## config.mk

```make
export PLATFORM = sky130hd
export DESIGN_NAME = uart_tx_fifo
export DESIGN_NICKNAME = d
export VERILOG_FILES = /design/src/rtl/uart_tx_fifo.sv
export SDC_FILE = /design/constraint.sdc
export NUM_CORES = 1
export LEC_CHECK = 0
export CAP_MARGIN = 20
export CORE_ASPECT_RATIO = 1.25
export CORE_UTILIZATION = 40
export DETAILED_ROUTE_END_ITERATION = 8
export GPL_ROUTABILITY_DRIVEN = 0
export SLEW_MARGIN = 10
export SYNTH_ARGS = -nofsm -noshare
export SYNTH_HDL_FRONTEND = slang
export SYNTH_SLANG_ARGS = --single-unit
```

## constraint.sdc

```tcl
create_clock -name clk -period 3.9 [get_ports clk]
set_input_delay 0.78 -clock clk [delete_from_list [all_inputs] [get_ports clk]]
set_output_delay 0.78 -clock clk [all_outputs]
set_load 0.01 [all_outputs]
```

## src/rtl/uart_tx_fifo.sv

```systemverilog
// uart_tx_fifo: UART transmitter with an integrated transmit FIFO.
//
// A producer pushes words with a valid/ready handshake. Whenever the
// serialiser is idle and the FIFO holds a word, the word is popped and sent
// as a frame: a start bit, DATA_BITS data bits LSB first, an optional parity
// bit, then STOP_BITS stop bits. Every bit lasts CLK_DIV clk cycles.
//
// Optional feature macro: UART_TX_PARITY_EN
//   When defined, the parity_odd input is added and every frame carries a
//   parity bit: XOR of the data bits, inverted when parity_odd is 1.
//   parity_odd is sampled when the word is popped.
//
// Ports:
//   clk        in   system clock, rising edge
//   reset      in   asynchronous active-low reset
//   parity_odd in   odd-parity select (UART_TX_PARITY_EN builds only)
//   wr_data    in   word to transmit (DATA_BITS)
//   wr_valid   in   producer offers wr_data
//   wr_ready   out  FIFO not full (combinational)
//   txd        out  serial line, idles high (registered)
//   busy       out  frame in progress or FIFO non-empty
//   fifo_count out  number of occupied FIFO entries
//   overflow   out  sticky: a write was offered while the FIFO was full
module uart_tx_fifo #(
  parameter int DATA_BITS  = 8,
  parameter int FIFO_DEPTH = 4,
  parameter int CLK_DIV    = 868,
  parameter int STOP_BITS  = 1
) (
  input  logic                          clk,
  input  logic                          reset,
`ifdef UART_TX_PARITY_EN
  input  logic                          parity_odd,
`endif
  input  logic [DATA_BITS-1:0]          wr_data,
  input  logic                          wr_valid,
  output logic                          wr_ready,
  output logic                          txd,
  output logic                          busy,
  output logic [$clog2(FIFO_DEPTH):0]   fifo_count,
  output logic                          overflow
);

  localparam int AW       = $clog2(FIFO_DEPTH);
  localparam int CW       = AW + 1;
  localparam int STOP_CYC = STOP_BITS * CLK_DIV;
  localparam int BW       = $clog2(STOP_CYC + 1);
  localparam int IW       = $clog2(DATA_BITS);

  localparam logic [BW-1:0] BIT_LOAD  = BW'(CLK_DIV - 1);
  // The last stop cycle is spent in IDLE so the next frame can start right
  // after it; STOP itself therefore covers STOP_CYC-1 cycles.
  localparam logic [BW-1:0] STOP_LOAD = BW'(STOP_CYC - 2);
  localparam logic [IW-1:0] LAST_IDX  = IW'(DATA_BITS - 1);
  localparam logic [CW-1:0] FULL_CNT  = CW'(FIFO_DEPTH);

  typedef enum logic [2:0] {
    ST_IDLE   = 3'd0,
    ST_START  = 3'd1,
    ST_DATA   = 3'd2,
    ST_STOP   = 3'd3
`ifdef UART_TX_PARITY_EN
    , ST_PARITY = 3'd4
`endif
  } state_t;

`ifdef UART_TX_PARITY_EN
  // Parity bit for a frame: even parity of the data, inverted for odd parity.
  function automatic logic frame_parity(input logic [DATA_BITS-1:0] d,
                                        input logic odd);
    return (^d) ^ odd;
  endfunction
`endif

  // FIFO storage and bookkeeping
  logic [DATA_BITS-1:0] mem_r [FIFO_DEPTH];
  logic [AW-1:0]        wr_ptr_r;
  logic [AW-1:0]        rd_ptr_r;
  logic [CW-1:0]        count_r;
  logic                 overflow_r;
  logic                 push_s;
  logic                 pop_s;

  // Serialiser
  state_t               state_r, state_nx_s;
  logic [BW-1:0]        cnt_r, cnt_nx_s;
  logic [IW-1:0]        idx_r, idx_nx_s;
  logic [DATA_BITS-1:0] shift_r, shift_nx_s;
  logic                 txd_r, txd_nx_s;
  logic                 bit_end_s;
`ifdef UART_TX_PARITY_EN
  logic                 par_r, par_nx_s;
`endif

  assign wr_ready   = (count_r != FULL_CNT);
  assign push_s     = wr_valid && wr_ready;
  assign fifo_count = count_r;
  assign overflow   = overflow_r;
  assign txd        = txd_r;
  assign busy       = (state_r != ST_IDLE) || (count_r != {CW{1'b0}});
  assign bit_end_s  = (cnt_r == {BW{1'b0}});

  // FIFO pointers, occupancy, storage and the sticky overflow flag
  always_ff @(posedge clk or negedge reset) begin
    if (!reset) begin
      wr_ptr_r   <= {AW{1'b0}};
      rd_ptr_r   <= {AW{1'b0}};
      count_r    <= {CW{1'b0}};
      overflow_r <= 1'b0;
      for (int i = 0; i < FIFO_DEPTH; i++) begin
        mem_r[i] <= {DATA_BITS{1'b0}};
      end
    end else begin
      if (push_s) begin
        mem_r[wr_ptr_r] <= wr_data;
        wr_ptr_r        <= wr_ptr_r + AW'(1);
      end
      if (pop_s) begin
        rd_ptr_r <= rd_ptr_r + AW'(1);
      end
      if (push_s && !pop_s) begin
        count_r <= count_r + CW'(1);
      end else if (pop_s && !push_s) begin
        count_r <= count_r - CW'(1);
      end else begin
        count_r <= count_r;
      end
      if (wr_valid && !wr_ready) begin
        overflow_r <= 1'b1;
      end
    end
  end

  // Serialiser state and datapath registers
  always_ff @(posedge clk or negedge reset) begin
    if (!reset) begin
      state_r <= ST_IDLE;
      cnt_r   <= {BW{1'b0}};
      idx_r   <= {IW{1'b0}};
      shift_r <= {DATA_BITS{1'b0}};
      txd_r   <= 1'b1;
`ifdef UART_TX_PARITY_EN
      par_r   <= 1'b0;
`endif
    end else begin
      state_r <= state_nx_s;
      cnt_r   <= cnt_nx_s;
      idx_r   <= idx_nx_s;
      shift_r <= shift_nx_s;
      txd_r   <= txd_nx_s;
`ifdef UART_TX_PARITY_EN
      par_r   <= par_nx_s;
`endif
    end
  end

  // Next-state and next-datapath logic; txd is computed one cycle ahead so
  // that the registered line changes exactly on bit boundaries.
  always_comb begin
    state_nx_s = state_r;
    cnt_nx_s   = cnt_r;
    idx_nx_s   = idx_r;
    shift_nx_s = shift_r;
    txd_nx_s   = txd_r;
    pop_s      = 1'b0;
`ifdef UART_TX_PARITY_EN
    par_nx_s   = par_r;
`endif
    case (state_r)
      ST_IDLE: begin
        txd_nx_s = 1'b1;
        if (count_r != {CW{1'b0}}) begin
          pop_s      = 1'b1;
          shift_nx_s = mem_r[rd_ptr_r];
          cnt_nx_s   = BIT_LOAD;
          idx_nx_s   = {IW{1'b0}};
          txd_nx_s   = 1'b0;
          state_nx_s = ST_START;
`ifdef UART_TX_PARITY_EN
          par_nx_s   = frame_parity(mem_r[rd_ptr_r], parity_odd);
`endif
        end else begin
          state_nx_s = ST_IDLE;
        end
      end
      ST_START: begin
        if (bit_end_s) begin
          state_nx_s = ST_DATA;
          cnt_nx_s   = BIT_LOAD;
          idx_nx_s   = {IW{1'b0}};
          txd_nx_s   = shift_r[0];
        end else begin
          cnt_nx_s   = cnt_r - BW'(1);
        end
      end
      ST_DATA: begin
        if (bit_end_s) begin
          if (idx_r == LAST_IDX) begin
`ifdef UART_TX_PARITY_EN
            state_nx_s = ST_PARITY;
            cnt_nx_s   = BIT_LOAD;
            txd_nx_s   = par_r;
`else
            // A single stop cycle in total is covered by IDLE alone.
            txd_nx_s = 1'b1;
            if (STOP_CYC == 1) begin
              state_nx_s = ST_IDLE;
            end else begin
              state_nx_s = ST_STOP;
              cnt_nx_s   = STOP_LOAD;
            end
`endif
          end else begin
            shift_nx_s = shift_r >> 1;
            txd_nx_s   = shift_r[1];
            idx_nx_s   = idx_r + IW'(1);
            cnt_nx_s   = BIT_LOAD;
          end
        end else begin
          cnt_nx_s = cnt_r - BW'(1);
        end
      end
`ifdef UART_TX_PARITY_EN
      ST_PARITY: begin
        if (bit_end_s) begin
          txd_nx_s = 1'b1;
          if (STOP_CYC == 1) begin
            state_nx_s = ST_IDLE;
          end else begin
            state_nx_s = ST_STOP;
            cnt_nx_s   = STOP_LOAD;
          end
        end else begin
          cnt_nx_s = cnt_r - BW'(1);
        end
      end
`endif
      ST_STOP: begin
        txd_nx_s = 1'b1;
        if (bit_end_s) begin
          state_nx_s = ST_IDLE;
        end else begin
          cnt_nx_s = cnt_r - BW'(1);
        end
      end
      default: begin
        state_nx_s = ST_IDLE;
        cnt_nx_s   = {BW{1'b0}};
        txd_nx_s   = 1'b1;
      end
    endcase
  end

endmodule

```

==> results.txt <==
----------------------------------------------------
[Synth]
  Number of enable flip-flop cells after synthesis ... 0
  Synth warnings ... 0
  Largest cells by area after synthesis ... dfrtp_1 (47%), mux2_2 (14%), mux4_2 (5.4%), ha_1 (4.5%), nand2_1 (3.2%)
  Yosys cell types ... 53
  Fraction of registers with async set/reset ... 100%
  Most used DFF post-synth ... dfrtp_1
  Sequential area share after synthesis ... 47.8%
  Cells after Synth ... 277
  Cell Area, Synth ... 3350 µm²
  Top cell type by total area after synthesis ... dfrtp_1
  Post-synthesis net count ... 301
  Count of state elements after synthesis ... 64
  Post-Syn Area per Cell ... 12.1 µm²
  Area share of the leading cell type in the synthesized netlist ... 47.0%

[Power]
  Pleak ... 1.63 nW
  P per Cell Area ... 886 nW/µm²
  Max IR drop VDD ... 0.370 mV

[Layout]
  Net count, final ... 323
  Fillers ... 757
  Diode insertion count for antenna repair ... 0
  Area growth from synthesis to layout ... 12.9%
  Area used by multi-input combinational logic ... 1660 µm²
  Leading cell types in the layout, fill and taps excluded ... dfrtp_1 (63), mux2_2 (42), nand2_1 (29)
  Ratio of cells with drive above 1 in the final layout ... 28.9%
  FF/Latch Area ... 1600 µm²
  Most common library cell in the layout ignoring fill and taps ... dfrtp_1

[Routing]
  Count of nets left with antenna violations after detail routing ... 0
  Detailed Route Iter0 Violations ... 127
  Total length of routed wires ... 6360 µm
  Average wire per cell in the routed design ... 15.9 µm
  Routed via count ... 2230
  Post-detailed-route via-to-cell ratio ... 5.59
  DRC errors left ... 0
  Number of optimization iterations in the first detailed-route pass ... 4

[Timing]
  Measured slew at the worst slew-check pin ... 704 ps
  Portion of the clock cycle consumed by the worst path in the final layout ... 87.3%
  Skew final ... 5.54 ps
  Hold_ws ... 431 ps
  Worst max-slew margin expressed relative to the limit ... 52.7%
  Shortest period the worst path allows ... 3410 ps
  Final hold violation count ... 0
  Unrepaired setup endpoints after global routing ... false
  Pins over their slew limit ... 0
  Peak clock frequency supported by timing ... 0.294 GHz
  Sum of negative setup slack ... 0 ps
  Final setup violation count ... 0

[Clock tree]
  Max Buffers Root-to-Sink ... 2
  Num CTS Buffers ... 9
  Number of post-CTS setup repair buffers ... 0
  CTS clk-pin slew, worst paths ... 80 ps
  Quantity of gates resized following cts ... 0
  Clock insertion delay at the later pin of the skew report ... 340 ps
  Clock sink count ... 64
  Clock tree from TritonCTS ... built
  Number of levels in the clock H-tree ... 3
  CTS hold repair buffers ... 0
  CTS root buffer ... clkbuf_8

[GRT]
  Largest net degree at the start of global routing ... 41
  Aggregate global-route resource usage ... 15.8%
  GRT overflow ... 0
  Global-route wire length before repair ... 10900 µm
  Antenna violations before repair ... 0
  Number of global-route vias before repair ... 2236

[Setup path]
  Worst EP required ... 3120 ps
  Path type of the worst setup path ... register to output port
  Worst-path fanout max ... 15
  CP startpoint kind ... register
  Kind of end point of the critical path ... output port
  Arrival time reported for the critical path endpoint ... 2630 ps

[Placement]
  Count of buffers from port buffering ... 17
  Detail Placement HPWL ... 4420 µm

[Outcome]
  Outcome ... completed

[Die]
  Initial cell density of the core ... 42.0%
  Top-Level Pins ... 18
  Row count ... 36
  Overall die area ... 8750 µm²
  Die H ... 104 µm
  Die W ... 83.9 µm
  Core area ... 7970 µm²

[Flow run]
  Max Cap Viol ... 0

[Min path]
  Min-delay worst type ... input pin to async pin

----------------------------------------------------
-- metal layers --
layer  routed length [µm]  track usage [%]  share of wire (%)
met5                    0                0                  0
met2                 3180             26.1                 50
met1                 2860             19.4                 45
met3                  163             2.94                2.6
met4                  151             8.62                2.4
-- report_power, final --
part           switching [W]  internal [W]  total, W  leakage, nW
Combinational       0.000747      0.000830   0.00158        0.772
Clock               0.000272      0.000230  0.000502       0.0854
Sequential          0.000279      0.000995   0.00127        0.772
-- registers in the layout (all words and copies together), names as in the netlist --
signal	count
mem_r	32
cnt_r	10
shift_r	8
fifo_count	3
idx_r	3
rd_ptr_r	2
state_r	2
wr_ptr_r	2
overflow	1
txd	1
-- critical path, cell delays in order (launching register included) --
cell and delay (ps):
dfrtp_1 400, inv_1 120, ha_1 500, nor4b_4 480, inv_1 250, clkdlybuf4s50_1 530
-- final cells by class --
class | instances | share of cell area [%]
repair buffers | 19 | 4.76
inverters | 14 | 1.39
clock buffers | 9 | 3.27
flip-flops and latches | 64 | 42.4
well taps | 95 | 3.14
multi-input cells | 191 | 43.8
clock inverters | 7 | 1.26
-- logic make-up (layout without fill, tap and decap cells) --
group / Yosys count / after routing / share of synthesized area [%]
simple gates: 77 / 77 / 13.5
mux: 52 / 52 / 20.2
xor+xnor: 7 / 7 / 1.83
fa+ha+maj: 13 / 13 / 5.08
buf+inv: 22 / 49 / 2.72
flops: 64 / 64 / 47.8
compound gates: 42 / 42 / 8.81
-- synth_stat cells, drive strengths merged (2+ instances only) --
cell type and count:
nand2b 2, mux4 8, buf 4, nand3 6
or4 2, nor2 9, dfrtp 63, xor2 4
a22o 2, xnor2 3, a21oi 12, nor4 2
a31oi 3, nor3 6, mux2 43, inv 13
nand2 34, nand4 4, clkbuf 4, a21o 2
ha 12, a32oi 2, or2 3, nand3b 2
or3 3, o21ai 7, o31ai 4
-- per-stage QoR --
step	power [W]	instance area [µm²]	setup slack, ps	utilization (%)	std cells
CTS	0.00339	3780	497	47.5	399
global placement	0.00284	3610	981	45.3	383
finish	0.00335	3780	494	47.5	399
global route	0.00362	3780	340	47.5	399
floorplan	0.00249	3350	1740	-	277
detailed placement	0.00287	3610	864	45.3	383
-- path summary, 6_finish.rpt --
path | slack [ps] | endpoint | startpoint | cells after the start
setup / recovery | 490 | busy | state_r[0]$_DFFE_PN0P_ | 5
hold / removal | 430 | cnt_r[7]$_DFFE_PN0P_ | reset | 1
setup reg to reg | 1460 | fifo_count[1]$_DFFE_PN0P_ | state_r[0]$_DFFE_PN0P_ | 7
hold reg to reg | 470 | overflow$_DFFE_PN0P_ | overflow$_DFFE_PN0P_ | 1
max in group asynchronous | 2550 | mem_r[6]$_DFFE_PN0P_ | reset | 2
min in group clk | 470 | overflow$_DFFE_PN0P_ | overflow$_DFFE_PN0P_ | 1
No activity file was read; power rests on OpenSTA's default activity.
